**config.mk**
```make
export PLATFORM = sky130hd
export DESIGN_NAME = trap_unit
export DESIGN_NICKNAME = d
export VERILOG_FILES = /design/src/rtl/trap_unit.sv
export SDC_FILE = /design/constraint.sdc
export NUM_CORES = 1
export LEC_CHECK = 0
export ABC_AREA = 1
export CAP_MARGIN = 20
export CORE_MARGIN = 5
export CORE_UTILIZATION = 34
export CTS_CLUSTER_SIZE = 14
export DETAILED_ROUTE_END_ITERATION = 6
export GPL_TIMING_DRIVEN = 0
export PLACE_DENSITY = 0.78
export SYNTH_ARGS = -nofsm -noshare
export SYNTH_HDL_FRONTEND = slang
export SYNTH_SLANG_ARGS = --single-unit
```
**constraint.sdc**
```tcl
create_clock -name clk -period 3.3 [get_ports clk]
set_input_delay 0.99 -clock clk [delete_from_list [all_inputs] [get_ports clk]]
set_output_delay 0.99 -clock clk [all_outputs]
set_load 0.02 [all_outputs]
```
**src/rtl/trap_unit.sv**
```systemverilog
// trap_unit: turns committing exceptions, mret and a synchronized external
// interrupt into trap-side CSR write cycles, then issues a one-cycle PC redirect.
module trap_unit #(
    parameter logic [31:0] RESET_PC = 32'h0
) (
    input  logic        clk,
    input  logic        rst,
    input  logic        commit_valid,
    input  logic [31:0] commit_pc,
    input  logic [31:0] commit_inst,
    input  logic [31:0] mem_addr,
    input  logic        exc_inst_misaligned,
    input  logic        exc_illegal,
    input  logic        exc_ecall,
    input  logic        exc_ebreak,
    input  logic        exc_load_fault,
    input  logic        exc_store_fault,
    input  logic        mret_inst,
    input  logic        ext_irq,
    input  logic [31:0] mstatus,
    input  logic [31:0] mtvec,
    input  logic [31:0] mepc_r,
    output logic        kill,
    output logic        flush,
    output logic        trap_csr_w,
    output logic        exception_unit_flag,
    output logic        mret,
    output logic [31:0] mcause_w,
    output logic [31:0] mtval_w,
    output logic [31:0] mepc_w,
    output logic        redirect,
    output logic [31:0] redirect_pc,
    output logic        busy
);

    typedef enum logic [1:0] {StIdle, StTrap, StMret, StRedir} state_e;

    state_e      state_q;
    logic        irq_meta_q, irq_s_q;
    logic        flush_q, trap_csr_w_q, exc_flag_q, mret_q, redirect_q;
    logic        redir_mret_q;
    logic [31:0] mcause_q, mtval_q, mepc_q;

    logic        is_idle;
    logic        trap_cond;
    logic [31:0] cause_d, tval_d;
    logic [31:0] tvec_base, tvec_vect;

    // Only bit 3 (MIE) of mstatus matters here.
    logic unused_mstatus;
    assign unused_mstatus = ^{mstatus[31:4], mstatus[2:0]};

    // Two-flop synchronizer for the asynchronous external interrupt.
    always_ff @(posedge clk or posedge rst) begin
        if (rst) begin
            irq_meta_q <= 1'b0;
            irq_s_q    <= 1'b0;
        end else begin
            irq_meta_q <= ext_irq;
            irq_s_q    <= irq_meta_q;
        end
    end

    // Prioritised trap cause and tval selection for the committing instruction.
    always_comb begin
        trap_cond = 1'b1;
        cause_d   = 32'd0;
        tval_d    = 32'd0;
        if (irq_s_q && mstatus[3]) begin
            cause_d = 32'h8000_000B;
        end else if (exc_inst_misaligned) begin
            cause_d = 32'd0;
            tval_d  = commit_pc;
        end else if (exc_illegal) begin
            cause_d = 32'd2;
            tval_d  = commit_inst;
        end else if (exc_ecall) begin
            cause_d = 32'd11;
        end else if (exc_ebreak) begin
            cause_d = 32'd3;
        end else if (exc_load_fault) begin
            cause_d = 32'd5;
            tval_d  = mem_addr;
        end else if (exc_store_fault) begin
            cause_d = 32'd7;
            tval_d  = mem_addr;
        end else begin
            trap_cond = 1'b0;
        end
    end

    assign is_idle = (state_q == StIdle);
    assign kill    = is_idle & commit_valid & (trap_cond | mret_inst);

    // Trap FSM with registered strobes and latched trap CSR data.
    always_ff @(posedge clk or posedge rst) begin
        if (rst) begin
            state_q      <= StIdle;
            flush_q      <= 1'b0;
            trap_csr_w_q <= 1'b0;
            exc_flag_q   <= 1'b0;
            mret_q       <= 1'b0;
            redirect_q   <= 1'b0;
            redir_mret_q <= 1'b0;
            mcause_q     <= 32'd0;
            mtval_q      <= 32'd0;
            mepc_q       <= RESET_PC;
        end else begin
            flush_q      <= 1'b0;
            trap_csr_w_q <= 1'b0;
            exc_flag_q   <= 1'b0;
            mret_q       <= 1'b0;
            redirect_q   <= 1'b0;
            unique case (state_q)
                StIdle: begin
                    if (commit_valid && trap_cond) begin
                        state_q      <= StTrap;
                        flush_q      <= 1'b1;
                        trap_csr_w_q <= 1'b1;
                        exc_flag_q   <= 1'b1;
                        redir_mret_q <= 1'b0;
                        mcause_q     <= cause_d;
                        mtval_q      <= tval_d;
                        mepc_q       <= commit_pc;
                    end else if (commit_valid && mret_inst) begin
                        state_q      <= StMret;
                        flush_q      <= 1'b1;
                        trap_csr_w_q <= 1'b1;
                        mret_q       <= 1'b1;
                        redir_mret_q <= 1'b1;
                    end
                end
                StTrap, StMret: begin
                    state_q    <= StRedir;
                    flush_q    <= 1'b1;
                    redirect_q <= 1'b1;
                end
                StRedir: begin
                    state_q <= StIdle;
                end
                default: begin
                    state_q <= StIdle;
                end
            endcase
        end
    end

    // Target is computed from live mtvec/mepc_r so the CSR write of the previous
    // cycle is already visible.
    assign tvec_base = {mtvec[31:2], 2'b00};
    assign tvec_vect = tvec_base + {mcause_q[29:0], 2'b00};

    always_comb begin
        redirect_pc = RESET_PC;
        if (state_q == StRedir) begin
            if (redir_mret_q) begin
                redirect_pc = {mepc_r[31:2], 2'b00};
            end else if (mtvec[1:0] == 2'b01 && mcause_q[31]) begin
                redirect_pc = tvec_vect;
            end else begin
                redirect_pc = tvec_base;
            end
        end
    end

    assign flush               = flush_q;
    assign trap_csr_w          = trap_csr_w_q;
    assign exception_unit_flag = exc_flag_q;
    assign mret                = mret_q;
    assign redirect            = redirect_q;
    assign mcause_w            = mcause_q;
    assign mtval_w             = mtval_q;
    assign mepc_w              = mepc_q;
    assign busy                = ~is_idle;

endmodule
```
**Word level (Yosys, flattened, before mapping)**

Index checks and enable logic that the tools add are counted.

- Add/subtract/negate cells: 1
- Bitwise logic cells: 4
- Equal/unequal tests: 5
- Reduce and logical (&&, ||, !) cells: 9
- Multiplexer cells: 38

Operators with widths:

| cell | count |
|---|---|
| $mux 32 | 11 |
| $add 32x32->32 | 1 |
| $mux 1 | 17 |
| $mux 4 | 3 |
| $mux 3 | 3 |
| $pmux 2 s3 | 1 |
| $eq 2x1->1 const B | 2 |
| $eq 2x2->1 const B | 2 |
| $logic_and 1x1->1 | 4 |
| $mux 2 | 2 |
| $reduce_and 2->1 | 2 |
| $ne 3x1->1 const B | 1 |
| $and 1x1->1 | 2 |
| $logic_not 2->1 | 1 |
| $pmux 1 s2 | 1 |
| $reduce_bool 2->1 | 1 |
| $reduce_or 2->1 | 1 |
| $not 1->1 | 1 |
| $or 1x1->1 | 1 |

- Logic and storage cells: 69
- Input bits: 203
- Bits in registers: 106

**Logic depth before layout (Yosys ltp)**

- Depth after elaboration: 10
- Mapped depth: 13

**Worst setup path before layout**

OpenSTA, ideal clock, no wires.

- Path type: input port to output port
- Start: in mtvec[2]
- End: out redirect_pc[26]
- Arrival: 2.463 ns
- Required time: 2.310 ns
- Path slack: -0.153 ns
- Stages on the path: 12
- Cells stage by stage: ha_1 > inv_1 > fa_1 > nor2_1 > nor2_1 > nor2_1 > nand2_1 > nand2_1 > nand2_1 > nand2_1 > o21ai_0 > a21oi_1

- Word-level cells in the longest chain between the ends: 4

Ends and longest elaborated chain:

| what | RTL line | source |
|---|---|---|
| from (decl) | 21 | `input logic [31:0] mtvec,` |
| $add 32x32->32 | 151 | `assign tvec_vect = tvec_base + {mcause_q[29:0], 2'b00};` |
| $mux 32 | 158 | `end else if (mtvec[1:0] == 2'b01 && mcause_q[31]) begin` |
| $mux 32 | 156 | `if (redir_mret_q) begin` |
| $mux 32 | 155 | `if (state_q == StRedir) begin` |
| to (decl) | 32 | `output logic [31:0] redirect_pc,` |

No other way between the ends.

**Final worst setup path**

- Start: in mtvec[2]
- End: out redirect_pc[14]

The elaborated chain is that of the path after synthesis.

==> flow_metrics.env <==
export IMPL_numCtsBuffers=9
export IMPL_power_share_sequential=0.246
export IMPL_grt_pass1_vias=6318
export IMPL_fin_util=0.612
export IMPL_viasPerCell=4.81
export IMPL_ys_seq_area_frac=0.358
export IMPL_die_width_um=137
export IMPL_die_area_um2=18900
export IMPL_die_h_um=137
export IMPL_grt_max_degree=72
export IMPL_sw_frac_of_total=0.441
export IMPL_start_util=0.347
export IMPL_min_period_ps=3620
export IMPL_cp_max_fo=5
export IMPL_cts_hold_buffers=0
export IMPL_regArea_um2=1980
export IMPL_tightestPinTransition_ps=687
export IMPL_stdcell_count=1394
export IMPL_drv_cap=0
export IMPL_routed_wl_um=23500
export IMPL_ys_top_cells_by_area="dfrtp_1, nand2_1, o21ai_0"
export IMPL_cts_sinks=79
export IMPL_synth_distinct_cells=38
export IMPL_gp_congestion=0.904
export IMPL_pwr_share_comb=0.607
export IMPL_dp_hpwl_um=18000
export IMPL_p_leak_uw=0.00457
export IMPL_design_area_um2=9750
export IMPL_cp_data_required_time_ps=2310
export IMPL_multi_input_comb_area_um2=3520
export IMPL_crit_buf_inv=6
export IMPL_cp_end_kind="output pin"
export IMPL_drive_above_1_share=0.265
export IMPL_ios=338
export IMPL_crit_chain="buf_8, ha_4, inv_2, fa_2, nor2_4, nor2_4, inv_4, nand4_1, buf_6, o21ai_1, nand2_1, o21ai_2, inv_2, buf_6"
export IMPL_cts_buffer_depth=2
export IMPL_switchingPower_uw=3070
export IMPL_slowest_stage="fa_2"
export IMPL_final_cell_mix="nand2_1, clkdlybuf4s50_1, dfrtp_1"
export IMPL_path_delay_family="buffers and inverters"
export IMPL_htreeDepth=3
export IMPL_ant_nets=0
export IMPL_grt_ovfl_total=0
export IMPL_clk_pin_slew_worst_paths_ps=60
export IMPL_drc_errors=0
export IMPL_synthCells=825
export IMPL_grt_usage=0.231
export IMPL_clkLatencyLatePin_ps=340
export IMPL_dpl_cell_area_um2=8690
export IMPL_final_common_cell="nand2_1"
export IMPL_rsz0062_at_grt="yes"
export IMPL_ys_seq_elements=79
export IMPL_wl_per_cell_um=16.9
export IMPL_arrival_ps=2630
export IMPL_fmax_mhz=276
export IMPL_clock_skew_ps=9.13
export IMPL_area_delta_synth_final_pct=76.5
export IMPL_syn_area_per_cell_um2=6.70
export IMPL_cp_start_kind="input port"
export IMPL_yosys_area_top_type_share=0.358
export IMPL_num_rows=46
export IMPL_clock_power_share=0.147
export IMPL_tns_ps=-5300
export IMPL_max_stage_delay_ps=370
export IMPL_dpl_cell_count=1343
export IMPL_fillers=1446
export IMPL_netlist_area_um2=5530
export IMPL_num_vias=6706
export IMPL_hold_path_class="reg2reg"
export IMPL_fin_crit_sh=1.10
export IMPL_ys_warn_count=0
export IMPL_pwr_density_cell_nw_per_um2=714
export IMPL_synth_largest_area_cell="dfrtp_1"
export IMPL_cts_tree="yes"
export IMPL_pre_cts_ws_ps=-1310
export IMPL_setup_slack_ps=-320
export IMPL_hold_violations=0
export IMPL_worstSetupPathType="in2out"
export IMPL_nets=1383
export IMPL_cts_root_buf="clkbuf_16"
export IMPL_first_pass_iters=5
export IMPL_antenna_found_initial=0
export IMPL_p_int_uw=3890
export IMPL_ir_worst_vdd_uv=442
export IMPL_final_setup_viol_count=26
export IMPL_slew_violations=0
export IMPL_slew_headroom=0.542
export IMPL_failed_checks="negative setup slack"
export IMPL_io_buffers=273
export IMPL_status="finished with violations"
export IMPL_core_area_um2=15900
export IMPL_grt_pass1_wl_um=33500
export IMPL_drtIter0Drc=368
## path summary, 6_finish.rpt
| kind | slack (ps) | to | start | depth (start not counted) |
|---|---|---|---|---|
| worst max-delay path | -320 | redirect_pc[14] | mtvec[2] | 14 |
| worst max register to register | 1540 | mepc_w[17] | state_q[1] | 10 |
| worst min-delay path | 360 | irq_s_q | irq_meta_q | 0 |
| max in group asynchronous | 1810 | mcause_w[2] | rst | 3 |
| worst min register to register | 360 | irq_s_q | irq_meta_q | 0 |
| min in group asynchronous | 900 | trap_csr_w | rst | 2 |
## synth_stat cells
cell type / n
nand3_1: 29
clkbuf_1: 17
nand2_4: 1
dfrtp_1: 79
and2_1: 1
inv_4: 1
a22oi_1: 1
buf_4: 32
buf_6: 5
or2_0: 5
o22a_1: 1
o211ai_1: 4
nand4_2: 1
nor3_1: 11
nand2_1: 297
o21ai_1: 5
o31ai_1: 1
inv_1: 58
nor3_2: 1
nor2_1: 81
a31oi_1: 1
o21ai_0: 64
o21ai_2: 30
nand3_2: 1
buf_2: 12
nand4_1: 5
conb_1: 1
nor4_1: 1
nor2_4: 3
ha_1: 7
fa_1: 1
inv_2: 7
xor2_1: 2
or2_2: 1
nand3b_1: 2
nand2_2: 3
a2bb2oi_1: 1
a21oi_1: 52
## final cells by class
| cell class | instances | area share |
|---|---|---|
| diodes | 1 | 0.000257 |
| repair buffers | 309 | 0.308 |
| inverters | 66 | 0.0267 |
| multi-input cells | 642 | 0.361 |
| clock inverters | 5 | 0.00577 |
| flip-flops and latches | 79 | 0.203 |
| plain buffers | 65 | 0.0422 |
| clock buffers | 11 | 0.0259 |
| well taps | 216 | 0.0277 |
## registers in the layout, summed over array words and instances, names as in the netlist
| signal | count |
|---|---|
| exception_unit_flag | 1 |
| mtval_w | 32 |
| flush | 1 |
| mepc_w | 32 |
| irq_s_q | 1 |
| redirect | 1 |
| irq_meta_q | 1 |
| mcause_w | 5 |
| mret | 1 |
| redir_mret_q | 1 |
| trap_csr_w | 1 |
| state_q | 2 |
## power by group through the flow
stage / Sequential, uW / Clock (uW) / Combinational, uW
floorplan: 2200 / 0 / 1520
global placement: 1690 / 0 / 3870
detailed placement: 1700 / 0 / 3920
CTS: 1710 / 1040 / 4020
global route: 1770 / 1070 / 4530
finish: 1710 / 1020 / 4230
## kinds of logic after synthesis
group | after synthesis | synth area share
AND/OR/NAND/NOR | 443 | 0.328
other | 1 | 0.000679
flip-flops | 79 | 0.358
adder cells (fa/ha/maj) | 8 | 0.0195
AO/OA/AOI/OAI | 160 | 0.170
buffers and inverters | 132 | 0.121
XOR/XNOR | 2 | 0.00317
## routing by layer
layer  vias to the layer above  track usage  share of wire
met3                        50       0.0756           0.11
met4                         0       0.0748          0.028
li1                       3276            -              -
met1                      3055        0.251           0.35
met2                       325        0.423           0.51
met5                         -            0              0
## through the flow
| stage | hold slack (ps) | total power, uW |
|---|---|---|
| after floorplan | 331 | 3720 |
| after global placement | 336 | 5560 |
| after global routing | 375 | 7370 |
| final | 363 | 6960 |
| after detailed placement | 354 | 5620 |
| after CTS | 367 | 6760 |
## repair_timing
| action | 4_1_cts | 5_1_grt |
|---|---|---|
| pin swaps | 46 | 52 |
| setup endpoints to repair | 31 | 29 |
| gates resized for setup | 300 | 115 |
| setup buffers | 22 | 13 |
No activity file was read; power rests on OpenSTA's default activity.
